--- config.mk ---
export PLATFORM = sky130hd
export DESIGN_NAME = axis_pixel_bridge
export DESIGN_NICKNAME = d
export VERILOG_FILES = /design/src/rtl/axis_pixel_bridge.sv
export SDC_FILE = /design/constraint.sdc
export NUM_CORES = 1
export LEC_CHECK = 0
export CORE_UTILIZATION = 50
export DETAILED_ROUTE_END_ITERATION = 12
export GPL_ROUTABILITY_DRIVEN = 1
export GPL_TIMING_DRIVEN = 0
export PLACE_DENSITY = 0.71
export SLEW_MARGIN = 20
export SYNTH_ARGS = -nofsm -noshare
export SYNTH_HDL_FRONTEND = slang
export SYNTH_SLANG_ARGS = --single-unit
--- constraint.sdc ---
create_clock -name aclk -period 4.1 [get_ports aclk]
set_input_delay 0.615 -clock aclk [delete_from_list [all_inputs] [get_ports aclk]]
set_output_delay 0.615 -clock aclk [all_outputs]
set_load 0.01 [all_outputs]
--- src/rtl/axis_pixel_bridge.sv ---
// Pixel-stream to AXI4-Stream video bridge with FIFO, generated tlast, overflow resync and status.
// Optional AXIS_FRAME_CNT_EN adds o_frame_cnt, a wrapping count of accepted start-of-frame beats.
module axis_pixel_bridge #(
    parameter int unsigned COMP_W      = 8,
    parameter int unsigned FIFO_DEPTH  = 16,
    parameter int unsigned LINE_PIXELS = 640
) (
    input  logic                            aclk,
    input  logic                            aresetn,
    input  logic [COMP_W-1:0]               i_r,
    input  logic [COMP_W-1:0]               i_g,
    input  logic [COMP_W-1:0]               i_b,
    input  logic                            i_valid,
    input  logic                            i_sof,
    input  logic                            i_eol,
    input  logic                            i_fmt,
    input  logic                            i_clear,
    output logic [3*COMP_W-1:0]             tdata,
    output logic                            tvalid,
    input  logic                            tready,
    output logic                            tlast,
    output logic                            tuser,
    output logic                            o_overflow,
    output logic                            o_line_err,
    output logic [15:0]                     o_drop_cnt,
`ifdef AXIS_FRAME_CNT_EN
    output logic [15:0]                     o_frame_cnt,
`endif
    output logic [$clog2(FIFO_DEPTH):0]     o_fifo_level
);

    localparam int unsigned DW = 3 * COMP_W;
    localparam int unsigned AW = $clog2(FIFO_DEPTH);
    localparam int unsigned LW = AW + 1;
    localparam int unsigned EW = DW + 2;
    localparam int unsigned CW = $clog2(LINE_PIXELS + 1);

    typedef enum logic [1:0] {StIdle, StRun, StDrop} state_e;

    state_e          state_q, state_d;
    logic [LW-1:0]   level_q, level_d;
    logic [AW-1:0]   wr_ptr_q, rd_ptr_q;
    logic [EW-1:0]   mem_q [FIFO_DEPTH];
    logic            wr_last_q;
    logic [CW-1:0]   col_q, col_d;
    logic            fmt_q, fmt_d;
    logic            overflow_q, overflow_d;
    logic            line_err_q, line_err_d;
    logic [15:0]     drop_cnt_q, drop_cnt_d;
    logic [DW-1:0]   out_data_q;
    logic            out_last_q, out_user_q, out_valid_q;

    logic            full, wr_en, drop, rd_en, readable;
    logic            eff_fmt, at_end, pix_last;
    logic [CW-1:0]   col_cur;
    logic [DW-1:0]   data_pk;
    logic [EW-1:0]   wr_entry;

    assign full = (level_q == LW'(FIFO_DEPTH));

    always_comb begin
        state_d = state_q;
        wr_en   = 1'b0;
        drop    = 1'b0;
        if (i_valid) begin
            unique case (state_q)
                StIdle: begin
                    if (i_sof && !full) begin
                        wr_en   = 1'b1;
                        state_d = StRun;
                    end
                end
                StRun: begin
                    if (full) begin
                        drop    = 1'b1;
                        state_d = StDrop;
                    end else begin
                        wr_en = 1'b1;
                    end
                end
                StDrop: begin
                    if (i_sof && !full) begin
                        wr_en   = 1'b1;
                        state_d = StRun;
                    end else begin
                        drop = 1'b1;
                    end
                end
                default: state_d = StIdle;
            endcase
        end
    end

    // A sof pixel uses its own i_fmt; later pixels use the latched frame format.
    assign eff_fmt  = i_sof ? i_fmt : fmt_q;
    assign data_pk  = eff_fmt ? {i_r, i_g, i_b} : {i_r, i_b, i_g};
    assign col_cur  = i_sof ? '0 : col_q;
    assign at_end   = (col_cur == CW'(LINE_PIXELS - 1));
    assign pix_last = i_eol | at_end;
    assign wr_entry = {i_sof, pix_last, data_pk};

    always_comb begin
        col_d      = col_q;
        fmt_d      = fmt_q;
        overflow_d = i_clear ? 1'b0 : overflow_q;
        line_err_d = i_clear ? 1'b0 : line_err_q;
        drop_cnt_d = i_clear ? 16'd0 : drop_cnt_q;
        if (wr_en) begin
            col_d = pix_last ? '0 : col_cur + CW'(1);
            if (i_sof) fmt_d = i_fmt;
            if (i_eol && !at_end) line_err_d = 1'b1;
        end
        if (drop) begin
            if (full) overflow_d = 1'b1;
            if (drop_cnt_d != 16'hFFFF) drop_cnt_d = drop_cnt_d + 16'd1;
        end
    end

    // An entry becomes readable one cycle after its write, keeping the write path off the output.
    assign readable = (level_q > LW'(wr_last_q));
    assign rd_en    = readable && (!out_valid_q || tready);
    assign level_d  = level_q + LW'(wr_en) - LW'(rd_en);

    always_ff @(posedge aclk) begin
        if (wr_en) mem_q[wr_ptr_q] <= wr_entry;
    end

    always_ff @(posedge aclk or negedge aresetn) begin
        if (!aresetn) begin
            state_q     <= StIdle;
            level_q     <= '0;
            wr_ptr_q    <= '0;
            rd_ptr_q    <= '0;
            wr_last_q   <= 1'b0;
            col_q       <= '0;
            fmt_q       <= 1'b0;
            overflow_q  <= 1'b0;
            line_err_q  <= 1'b0;
            drop_cnt_q  <= '0;
            out_data_q  <= '0;
            out_last_q  <= 1'b0;
            out_user_q  <= 1'b0;
            out_valid_q <= 1'b0;
        end else begin
            state_q    <= state_d;
            level_q    <= level_d;
            wr_last_q  <= wr_en;
            col_q      <= col_d;
            fmt_q      <= fmt_d;
            overflow_q <= overflow_d;
            line_err_q <= line_err_d;
            drop_cnt_q <= drop_cnt_d;
            if (wr_en) wr_ptr_q <= wr_ptr_q + AW'(1);
            if (rd_en) begin
                rd_ptr_q    <= rd_ptr_q + AW'(1);
                out_data_q  <= mem_q[rd_ptr_q][DW-1:0];
                out_last_q  <= mem_q[rd_ptr_q][DW];
                out_user_q  <= mem_q[rd_ptr_q][DW+1];
                out_valid_q <= 1'b1;
            end else if (tready) begin
                out_valid_q <= 1'b0;
            end
        end
    end

    assign tdata        = out_data_q;
    assign tlast        = out_last_q;
    assign tuser        = out_user_q;
    assign tvalid       = out_valid_q;
    assign o_overflow   = overflow_q;
    assign o_line_err   = line_err_q;
    assign o_drop_cnt   = drop_cnt_q;
    assign o_fifo_level = level_q;

`ifdef AXIS_FRAME_CNT_EN
    logic [15:0] frame_cnt_q;

    always_ff @(posedge aclk or negedge aresetn) begin
        if (!aresetn) begin
            frame_cnt_q <= '0;
        end else if (out_valid_q && tready && out_user_q) begin
            frame_cnt_q <= (i_clear ? 16'd0 : frame_cnt_q) + 16'd1;
        end else if (i_clear) begin
            frame_cnt_q <= '0;
        end
    end

    assign o_frame_cnt = frame_cnt_q;
`else
    // No frame counter in this build.
`endif

endmodule

Yosys cells after proc, flatten, opt, wreduce, memory -nomap -nowiden
Memory sizes are Yosys's and may differ from the RTL's. A register that Yosys moved wholly into a read port is not among the register bits.
Cells that the tools add are included.
{"block": "word_totals", "wordCells": 67, "memories": 1, "out_inout_bits": 50, "mem_bits_rw": 416, "input_bits": 32, "register_bits": 46}
{"block": "op_classes", "n_eq_ne": 7, "muxes": 28, "n_reduce_logical": 12, "add_sub_neg": 6, "magnitude_cmp": 1, "bitwise": 1}
{"name": "mem_q", "depth": 16, "width": 26, "rd": 1, "rd_ports_with_merged_regs": 1, "wr": 1, "line_no": "43", "text": "logic [EW-1:0] mem_q [FIFO_DEPTH];"}
{"op": "16-bit 2-to-1 mux", "n": 4}
{"op": "10-bit 2-to-1 mux", "n": 2}
{"op": "1-bit 2-to-1 mux", "n": 17}
{"op": "16-bit by 1-bit adder with 16-bit output (second input constant)", "n": 1}
{"op": "16-bit inequality test (second input constant)", "n": 1}
{"op": "10-bit by 1-bit adder with 10-bit output (second input constant)", "n": 1}
{"op": "10-bit == test (second input constant)", "n": 1}
{"op": "4-bit by 1-bit adder with 4-bit output (second input constant)", "n": 2}
{"op": "5-bit by 1-bit adder with 5-bit output", "n": 1}
{"op": "5-bit == test (second input constant)", "n": 1}
{"op": "5-bit by 1-bit > comparator with 1-bit output", "n": 1}
{"op": "5-bit by 1-bit subtractor with 5-bit output", "n": 1}
{"op": "1-bit zero test", "n": 4}
{"op": "2-bit 2-to-1 mux", "n": 2}
{"op": "1-bit case mux with 2 select lines", "n": 2}
{"op": "2-bit case mux with 2 select lines", "n": 1}
{"op": "1-bit logical AND", "n": 3}
{"op": "3-bit AND reduction", "n": 1}
{"op": "2-bit by 1-bit == test with 1-bit output (second input constant)", "n": 1}
{"op": "2-bit == test (second input constant)", "n": 1}
{"op": "2-bit zero test", "n": 1}
{"op": "2-bit by 1-bit inequality test with 1-bit output (second input constant)", "n": 1}
{"op": "2-bit inequality test (second input constant)", "n": 1}
{"op": "2-bit nonzero test", "n": 1}
{"op": "3 further kinds", "n": 3}

Longest topological paths before layout
Gate-level depths: netlist of the first run.
{"block": "depth", "ltp_word": 8, "mapped_depth": 16, "depth_no_buf": 14}

Least setup slack after synthesis of the first run
OpenSTA, ideal clock, no wires.
{"block": "synth_path", "kind": "register -> register", "start": "register level_q[2] (netlist: o_fifo_level[2])", "end": "register level_q[4] (netlist: o_fifo_level[4])", "t_required_ns": 4.020, "n_path_buf": 3, "setup_ns": 0.080, "period_less_slack_ns": 3.004, "slack_ns": 1.096, "arrival_time_ns": 2.924, "path_stages_with_launch": 17, "path_cell_list": "dfrtp_1 -> inv_1 -> ha_1 -> and4bb_1 -> buf_6 -> a211o_1 -> buf_6 -> clkbuf_1 -> ha_1 -> inv_1 -> ha_1 -> inv_1 -> fa_1 -> nor2_1 -> nor2_1 -> o21bai_1 -> xnor2_1"}
{"block": "synth_between", "elab_chain_len": 8, "elab_cells_between_ends": 11, "classes_between": "add/sub: 2; order compare: 1; eq/ne: 1; mux: 4; reduce/logical: 3"}
{"element": "from (decl)", "line_no": "41", "text": "logic [LW-1:0] level_q, level_d;"}
{"element": "from (signal assigned)", "line_no": "146", "text": "level_q <= level_d;"}
{"element": "5-bit == test", "line_no": "59", "text": "assign full = (level_q == LW'(FIFO_DEPTH));"}
{"element": "1-bit zero test", "line_no": "68, 82"}
{"element": "1-bit logical AND", "line_no": "68, 82"}
{"element": "1-bit 2-to-1 mux", "line_no": "68, 82"}
{"element": "1-bit case mux with 2 select lines", "line_no": "66", "text": "unique case (state_q)"}
{"element": "1-bit 2-to-1 mux", "line_no": "65", "text": "if (i_valid) begin"}
{"element": "5-bit by 1-bit adder with 5-bit output", "line_no": "122", "text": "assign level_d = level_q + LW'(wr_en) - LW'(rd_en);"}
{"element": "5-bit by 1-bit subtractor with 5-bit output *", "line_no": "122"}
{"element": "named net level_d[4]", "line_no": "41"}
The timed path passes the listed nets; every way through them passes the cells marked *.
A chain may end at the register's enable or synchronous reset.

Worst setup path in the final report of the first run
{"block": "layout_path", "start": "input i_sof", "end": "register level_q[4] (netlist: o_fifo_level[4])"}
{"block": "layout_between", "elab_chain_len": 6}
{"element": "from (decl)", "line_no": "14", "text": "input logic i_sof,"}
{"element": "1-bit logical AND", "line_no": "68, 82"}
{"element": "1-bit 2-to-1 mux", "line_no": "68, 82"}
{"element": "1-bit case mux with 2 select lines", "line_no": "66"}
{"element": "1-bit 2-to-1 mux", "line_no": "65"}
{"element": "5-bit by 1-bit adder with 5-bit output", "line_no": "122"}
{"element": "5-bit by 1-bit subtractor with 5-bit output", "line_no": "122"}
{"element": "named net level_d[4]", "line_no": "41"}
The timed path passes the listed nets, and every way through them passes these cells.

==> results.yml, run 1 <==
grt:
  grt_overflow: 0
  antenna_found_initial: 0
  track_usage_pct: 22.0
  grt_max_degree: 38
  grt_pass1_wl_um: 65300
  grt_pass1_vias: 10523
yosys:
  synth_area_um2: 19600
  synthDominantCellAreaShare_pct: 63.6
  synth_cell_types: 63
  ys_seq_area_share_pct: 72.8
  synth-seq-cells: 488
  avgSynthCellArea_um2: 19.4
  synth_top_area_cell: "edfxtp_1"
  synthFlopType: "edfxtp_1"
  ys_warn_count: 0
  synth_nets: 1065
  synth_edf_count: 416
  synth_area_leaders: "edfxtp_1, mux4_2, dfrtp_1, mux2i_1, ha_1"
  synthCells: 1011
  synthArstFlopShare_pct: 14.8
setup_path:
  startpoint: "i_sof"
  end_kind: "flop"
  crit_fanout: 20
  worstPathRequired_ns: 4.57
  critPathKind: "in -> reg"
  cp.arrival_ns: 4.14
  slowest_stage: "clkdlybuf4s50_1"
  rr_startpoint: "state_q[0]$_DFFE_PN0P_"
  crit_path_cell_trace: "clkdlybuf4s50_1 > o21ai_0 > a211o_1 > buf_6 > clkbuf_1 > ha_1 > inv_1 > ha_1 > inv_1 > fa_1 > nor2_1 > nor2_1 > o21bai_1 > xnor2_1"
  crit_path_max_incr_delay_ns: 0.91
  critical_path.startpoint_type: "input port"
floorplanning:
  die-area_um2: 40100
  start_util_pct: 50.8
  row_count: 72
  io_pins: 82
  die_w_um: 200
  coreArea_um2: 38600
  die_y_um: 200
pwr:
  seq_power_share_pct: 41.6
  vdd_ir_drop_max_mv: 0.428
  p_comb_share_pct: 29.9
  swShare_pct: 29.8
  clockPowerShare_pct: 28.5
  p_int_mw: 10.8
  power_density_nw_per_um2: 664
  p_leak_nw: 7.87
  switchingPower_mw: 4.56
detailed_routing:
  route.vias.total: 10184
  drtIter0Drc: 869
  drc: 0
  routedWlPerCell_um: 25.0
  finalWirelength_um: 43000
  drt_pre_antenna_iters: 5
  routed_via_density: 5.93
  drtAntennaViolNets: 0
clock_network:
  cts_root_buf: "clkbuf_16"
  ctsHoldBuffers: 0
  clockBufferDepth: 3
  cts_resized: 0
  clk_pin_slew_ns: 0.06
  postCtsSetupBuffers: 0
  cts_tree: "yes"
  cts_buffers: 48
  htree_num_levels: 2
  cts.sinks: 488
  clock_latency_ns: 0.56
timing:
  setup-tns-final_ns: 0
  fmax_ghz: 0.272
  min_period_ns: 3.67
  finalSetupViolCount: 0
  fin_skew_ns: 0.0192
  finalCritPeriodShare_pct: 89.5
  whs_ns: 0.0442
  fin_ws_ns: 0.429
  slew_violations: 0
  max_slew_margin_pct: 23.8
  worst_slew_pin_slew_ns: 1.14
  hold_viol: 0
  rsz0062_at_grt: "no"
finish:
  fin_area_um2: 23100
  nNetsFinal: 1214
  nFillCells: 2731
  layout_commonest_cell: "edfxtp_1"
  final_layout_size_suffix_gt1_share_pct: 22.0
  antenna_cells: 0
  final_util_pct: 59.7
  layout_common_cells: "edfxtp_1, mux4_2, clkdlybuf4s50_1"
  syn_to_final_growth_pct: 17.6
place:
  place_congestion: 0.782
  post-dp-hpwl_um: 27200
  io_buffers: 81
  dp_slack_ns: -0.0635
  placed_area_um2: 21500
worst_hold_path:
  min_path_type: "in -> async"
status:
  status: "completed"
job:
  maxCapViolCount: 0
-- worst paths after layout --
path	slack, ns	to	depth (start not counted)
worst max register to register	0.67	o_fifo_level[4]$_DFF_PN0_	15
worst min register to register	0.49	tdata[14]$_DFFE_PN0P_	2
max in group asynchronous	3.40	tdata[16]$_DFFE_PN0P_	2
min in group aclk	0.49	tdata[14]$_DFFE_PN0P_	2
worst min-delay path	0.04	o_drop_cnt[11]$_DFF_PN0_	1
worst max-delay path	0.43	o_fifo_level[4]$_DFF_PN0_	14
-- routing by layer --
metal / part of all wire (%) / vias to the layer above / wire length (µm) / track usage, %
li1: - / 4406 / - / -
met1: 42 / 5343 / 18000 / 30.8
met2: 50 / 362 / 21400 / 36.2
met3: 5.9 / 73 / 2550 / 3.19
met4: 2.3 / 0 / 1000 / 6.32
met5: 0 / - / 0 / 0
-- layout make-up --
| class | instances | area (µm²) | area share, % |
|---|---|---|---|
| inverter | 24 | 90.1 | 0.390 |
| buffer | 48 | 240 | 1.04 |
| multi-input combinational | 451 | 5020 | 21.8 |
| clock inverter | 28 | 249 | 1.08 |
| tap | 518 | 648 | 2.81 |
| clock buffer | 61 | 1320 | 5.72 |
| sequential | 488 | 14300 | 61.9 |
| timing repair buffer | 99 | 1220 | 5.27 |
-- registers in the layout, summed over array words and instances, names as in the netlist, 2 cells and up --
register and count:
o_fifo_level 5, o_drop_cnt 16, tdata 24, wr_ptr_q 4
col_q 10, mem_q 416, state_q 2, rd_ptr_q 4
-- power by group through the flow --
stage                     Clock (mW)  Combinational [mW]  Sequential, mW
after detailed placement           0                4.60            6.48
after global routing            4.62                4.92            6.43
final                           4.36                4.58            6.38
after global placement             0                4.40            6.47
after CTS                       4.42                4.64            6.38
after floorplan                    0                2.94            6.47
-- critical path: cells and delay by family --
kind                     cells  cell delay [ns]
AND/OR/NAND/NOR              2             0.17
adder cells (fa/ha/maj)      3             0.88
AO/OA/AOI/OAI                3             0.93
XOR/XNOR                     1             0.14
buffers and inverters        5             1.40
-- metrics by stage --
| stage | instances | power (mW) |
|---|---|---|
| 6_report | 1717 | 15.3 |
| 5_1_grt | 1717 | 16.0 |
| 4_1_cts | 1716 | 15.4 |
| 3_5_place_dp | 1627 | 11.1 |
| 3_3_place_gp | 1610 | 10.9 |
| 2_1_floorplan | 1011 | 9.40 |
-- Yosys cell counts, types with 11 or more instances --
cell and count:
edfxtp_1 416, mux4_2 104, dfrtp_1 72, mux2i_1 53, nand2_1 52, o221ai_1 26
inv_1 23, buf_2 21, ha_1 21, mux2_2 19, xnor2_1 18, and2_1 17
clkbuf_1 17, nor2_1 13, o21ai_0 13, nor2b_1 11
-- cells by family (layout without fill, tap and decap cells) --
kind of cell / after synthesis / after routing / share of synthesized area, %
adders and majority gates: 22 / 22 / 1.44
buffers and inverters: 72 / 260 / 1.68
AOI/OAI and AO/OA: 77 / 77 / 3.03
and+or+nand+nor: 153 / 153 / 4.25
DFF: 488 / 488 / 72.8
xor gates and xnor gates: 22 / 22 / 0.982
muxes: 177 / 177 / 15.8
No activity file was read; power rests on OpenSTA's default activity.
==> inputs of run 2 (changes only) <==
Settings changed: CTS_CLUSTER_DIAMETER from default to 40, HOLD_SLACK_MARGIN from default to 0.12.
==> results.yml, run 2 (synthesis results as in run 1) <==
floorplanning:
  row_count: 72
  die_w_um: 200
  die_y_um: 200
  die-area_um2: 40100
  start_util_pct: 50.8
  coreArea_um2: 38600
  io_pins: 82
detailed_routing:
  drtIter0Drc: 890
  routedWlPerCell_um: 25.1
  drtAntennaViolNets: 0
  finalWirelength_um: 43600
  drc: 0
  drt_pre_antenna_iters: 5
  route.vias.total: 10304
  routed_via_density: 5.94
pwr:
  finalPower_mw: 16.1
  p_int_mw: 11.4
  switchingPower_mw: 4.79
  clockPowerShare_pct: 32.1
  swShare_pct: 29.7
  p_comb_share_pct: 28.3
  power_density_nw_per_um2: 688
  vdd_ir_drop_max_mv: 0.455
  p_leak_nw: 8.05
  seq_power_share_pct: 39.5
finish:
  largest_register: "mem_q"
  nNetsFinal: 1223
  antenna_cells: 0
  largest_reg_flops: 416
  syn_to_final_growth_pct: 19.5
  layout_commonest_cell: "edfxtp_1"
  final_layout_size_suffix_gt1_share_pct: 23.2
  layout_common_cells: "edfxtp_1, mux4_2, clkdlybuf4s50_1"
  final_cells: 1736
setup_path:
  r2r_cells: 15
  critPathKind: "in -> reg"
  cp.arrival_ns: 4.11
  critical_path.startpoint_type: "input port"
  crit_fanout: 20
  worstPathRequired_ns: 4.61
  end_kind: "flop"
clock_network:
  cts_tree: "yes"
  cts_root_buf: "clkbuf_16"
  postCtsSetupBuffers: 0
  clk_pin_slew_ns: 0.06
  clockBufferDepth: 3
  cts_resized: 0
  cts_buffers: 57
  clock_latency_ns: 0.60
  cts.sinks: 488
  htree_num_levels: 2
timing:
  fin_ws_ns: 0.501
  hold_viol: 0
  worst_slew_pin_slew_ns: 1.18
  whs_ns: 0.489
  finalSetupViolCount: 0
  rsz0062_at_grt: "no"
  fmax_ghz: 0.278
  finalCritPeriodShare_pct: 87.8
  fin_skew_ns: 0.0243
  min_period_ns: 3.60
  slew_violations: 0
  max_slew_margin_pct: 21.1
grt:
  grt_pass1_wl_um: 66200
  grt_overflow: 0
  track_usage_pct: 22.4
  grt_max_degree: 38
  grt_pass1_vias: 10715
  antenna_found_initial: 0
job:
  maxCapViolCount: 0
place:
  place_congestion: 0.782
  post-dp-hpwl_um: 27200
  io_buffers: 81
  placed_cells: 1627
  dp_slack_ns: -0.0635
worst_hold_path:
  min_path_type: "reg -> reg"
  min_delay_path_depth: 2
status:
  status: "completed"
## run 2: path summary, 6_finish.rpt
check | start | end | slack (ns)
max in group asynchronous | aresetn | tdata[21]$_DFFE_PN0P_ | 2.88
worst max register to register | state_q[0]$_DFFE_PN0P_ | o_fifo_level[4]$_DFF_PN0_ | 0.74
worst max-delay path | i_sof | o_fifo_level[4]$_DFF_PN0_ | 0.50
worst min-delay path | tdata[1]$_DFFE_PN0P_ | tdata[1]$_DFFE_PN0P_ | 0.49
min in group asynchronous | aresetn | o_drop_cnt[11]$_DFF_PN0_ | 0.56
worst min register to register | tdata[1]$_DFFE_PN0P_ | tdata[1]$_DFFE_PN0P_ | 0.49
## run 2: cell type report
type	instances	area [µm²]
Buffer	48	240
Clock buffer	76	1550
Clock inverter	32	407
Fill cell	2698	15200
Inverter	24	90.1
Multi-Input combinational cell	451	5020
Sequential cell	488	14300
Tap cell	518	648
Timing Repair Buffer	99	1210
## run 2: through the flow
| stage | setup TNS, ns | instance area, µm² | utilization, % |
|---|---|---|---|
| finish | 0 | 23500 | 60.7 |
| global route | 0 | 23500 | 60.7 |
| CTS | 0 | 23500 | 60.7 |
| detailed placement | -0.0635 | 21500 | 55.6 |
| global placement | -174.25 | 21100 | 54.6 |
| floorplan | 0 | 19600 | - |
## run 2: routing by layer
| metal | up-vias | GRT usage [%] | share of wire [%] |
|---|---|---|---|
| met4 | 0 | 7.47 | 2.2 |
| met5 | - | 0 | 0 |
| met3 | 74 | 3.45 | 6.5 |
| met1 | 5405 | 31.0 | 42 |
| met2 | 391 | 36.5 | 50 |
| li1 | 4434 | - | - |
## run 2: power by group through the flow
stage | Clock [mW] | Sequential, mW | Combinational, mW
5_1_grt | 5.45 | 6.43 | 4.91
3_3_place_gp | 0 | 6.47 | 4.40
6_report | 5.18 | 6.38 | 4.58
2_1_floorplan | 0 | 6.47 | 2.94
4_1_cts | 5.25 | 6.38 | 4.64
3_5_place_dp | 0 | 6.48 | 4.60
## run 2: critical path, stage by stage
cell,delay (ns)
clkdlybuf4s50_1,0.91
o21ai_0,0.35
a211o_1,0.41
buf_6,0.15
clkbuf_1,0.21
ha_1,0.34
inv_1,0.05
ha_1,0.15
inv_1,0.06
fa_1,0.39
nor2_1,0.12
nor2_1,0.05
o21bai_1,0.15
xnor2_1,0.14
## run 2: timing repair
action,4_1_cts,5_1_grt
hold buffers,1,0
endpoints found under the hold margin,36,0
setup endpoints to repair,0,0
==> inputs of run 3 (changes only) <==
Settings changed: PLACE_DENSITY 0.71 to 0.66.
Clock period 4.1 ns to 3.4 ns, I/O delays scaled along.
==> results.yml, run 3 (synthesis results as in run 1) <==
setup_path:
  crit_fanout: 20
  critical_path.startpoint_type: "input port"
  end_kind: "flop"
  cpMostUsedCell: "buf_2"
  worstPathRequired_ns: 3.69
  regToRegSetupSlack_ns: 0.33
  cp.arrival_ns: 3.42
  crit_path_cell_trace: "dlygate4sd2_1 > buf_2 > mux2i_2 > buf_2 > mux2_2"
  reg2reg_to: "o_fifo_level[4]$_DFF_PN0_"
  slowest_stage: "mux2i_2"
  r2r_cells: 15
  critPathKind: "in -> reg"
  rr_startpoint: "o_fifo_level[2]$_DFF_PN0_"
  crit_path_max_incr_delay_ns: 0.87
finish:
  multi_input_area_um2: 5020
  final_util_pct: 61.4
  seq_area_um2: 14300
  largest_register: "mem_q"
  layout_commonest_cell: "edfxtp_1"
  layout_common_cells: "edfxtp_1, mux4_2, clkdlybuf4s50_1"
  antenna_cells: 0
  largest_reg_flops: 416
  nNetsFinal: 1226
  syn_to_final_growth_pct: 20.8
  final_layout_size_suffix_gt1_share_pct: 24.4
  nFillCells: 2714
pwr:
  switchingPower_mw: 5.82
  p_int_mw: 14.1
  power_density_nw_per_um2: 840
  p_comb_share_pct: 27.7
  seq_power_share_pct: 38.7
  p_leak_nw: 8.18
  clockPowerShare_pct: 33.6
  vdd_ir_drop_max_mv: 0.436
  swShare_pct: 29.2
floorplanning:
  die-area_um2: 40100
  die_y_um: 200
  row_count: 72
  coreArea_um2: 38600
  io_pins: 82
  start_util_pct: 50.8
  die_w_um: 200
timing:
  fin_skew_ns: 0.0249
  finalCritPeriodShare_pct: 92.3
  min_period_ns: 3.14
  finalSetupViolCount: 0
  fin_ws_ns: 0.260
  worst_slew_pin_slew_ns: 1.04
  hold_viol: 0
  slew_violations: 0
  setup-tns-final_ns: 0
  max_slew_margin_pct: 30.6
  rsz0062_at_grt: "no"
  fmax_ghz: 0.319
clock_network:
  cts.sinks: 488
  clk_pin_slew_ns: 0.06
  clockBufferDepth: 3
  cts_buffers: 61
  clock_latency_ns: 0.60
  cts_tree: "yes"
  postCtsSetupBuffers: 0
  htree_num_levels: 2
  cts_root_buf: "clkbuf_16"
detailed_routing:
  drtAntennaViolNets: 0
  route.vias.total: 10196
  routed_via_density: 5.86
  routedWlPerCell_um: 25.0
  drt_pre_antenna_iters: 5
  finalWirelength_um: 43400
  drc: 0
  drtIter0Drc: 690
place:
  post-dp-hpwl_um: 27300
  io_buffers: 81
  dp_slack_ns: -0.694
  place_congestion: 0.770
job:
  maxCapViolCount: 0
grt:
  antenna_found_initial: 0
  track_usage_pct: 22.5
  grt_pass1_wl_um: 66300
  grt_pass1_vias: 10681
  grt_max_degree: 42
  grt_overflow: 0
status:
  status: "completed"
worst_hold_path:
  min_path_type: "in -> async"
-- run 3: metal layers --
layer	vias up	GRT usage (%)	share of wire, %
li1	4444	-	-
met1	5375	31.5	43
met2	305	36.1	49
met3	72	3.76	5.5
met4	0	7.64	2.6
met5	-	0	0
-- run 3: cell type report --
type / instances / share of cell area, %
multi-input combinational: 451 / 21.2
sequential: 488 / 60.3
clock inverter: 38 / 1.93
buffer: 47 / 0.997
inverter: 24 / 0.380
tap: 518 / 2.73
clock buffer: 76 / 7.15
timing repair buffer: 99 / 5.34
-- run 3: worst max path at each step --
stage | slack (ns) | endpoint | start
after floorplan | 0.40 | o_fifo_level[4]$_DFF_PN0_ | o_fifo_level[2]$_DFF_PN0_
after global placement | -1.58 | tdata[6]$_DFFE_PN0P_ | aresetn
after detailed placement | -0.69 | o_fifo_level[4]$_DFF_PN0_ | i_sof
after CTS | 0.24 | mem_q[8][11]$_DFFE_PP_ | i_sof
after global routing | 0.09 | o_fifo_level[4]$_DFF_PN0_ | state_q[0]$_DFFE_PN0P_
final | 0.26 | mem_q[0][12]$_DFFE_PP_ | i_sof
-- run 3: timing repair --
item,4_1_cts,5_1_grt
hold buffers,1,0
setup endpoints to repair,121,0
hold endpoints to repair,40,0
gates resized for setup,1,0
-- run 3: power by group through the flow --
| stage | Sequential [mW] | Combinational (mW) | Clock [mW] |
|---|---|---|---|
| after floorplan | 7.80 | 3.54 | 0 |
| after global placement | 7.81 | 5.36 | 0 |
| after detailed placement | 7.82 | 5.58 | 0 |
| after CTS | 7.71 | 5.61 | 6.79 |
| after global routing | 7.77 | 5.96 | 7.03 |
| final | 7.70 | 5.51 | 6.70 |
-- run 3: worst max-delay path, delay by kind of cell --
kind / cells / cell delay, ns
buffers and inverters: 3 / 1.48
multiplexers: 2 / 1.41
-- run 3: stage by stage --
step	power (mW)	instance area [µm²]	hold slack, ns	instances
floorplan	11.3	19600	0.214	1011
global placement	13.2	21100	0.467	1610
detailed placement	13.4	21600	0.463	1627
CTS	20.1	23700	0.418	1741
global route	20.8	23700	0.458	1741
finish	19.9	23700	0.422	1741
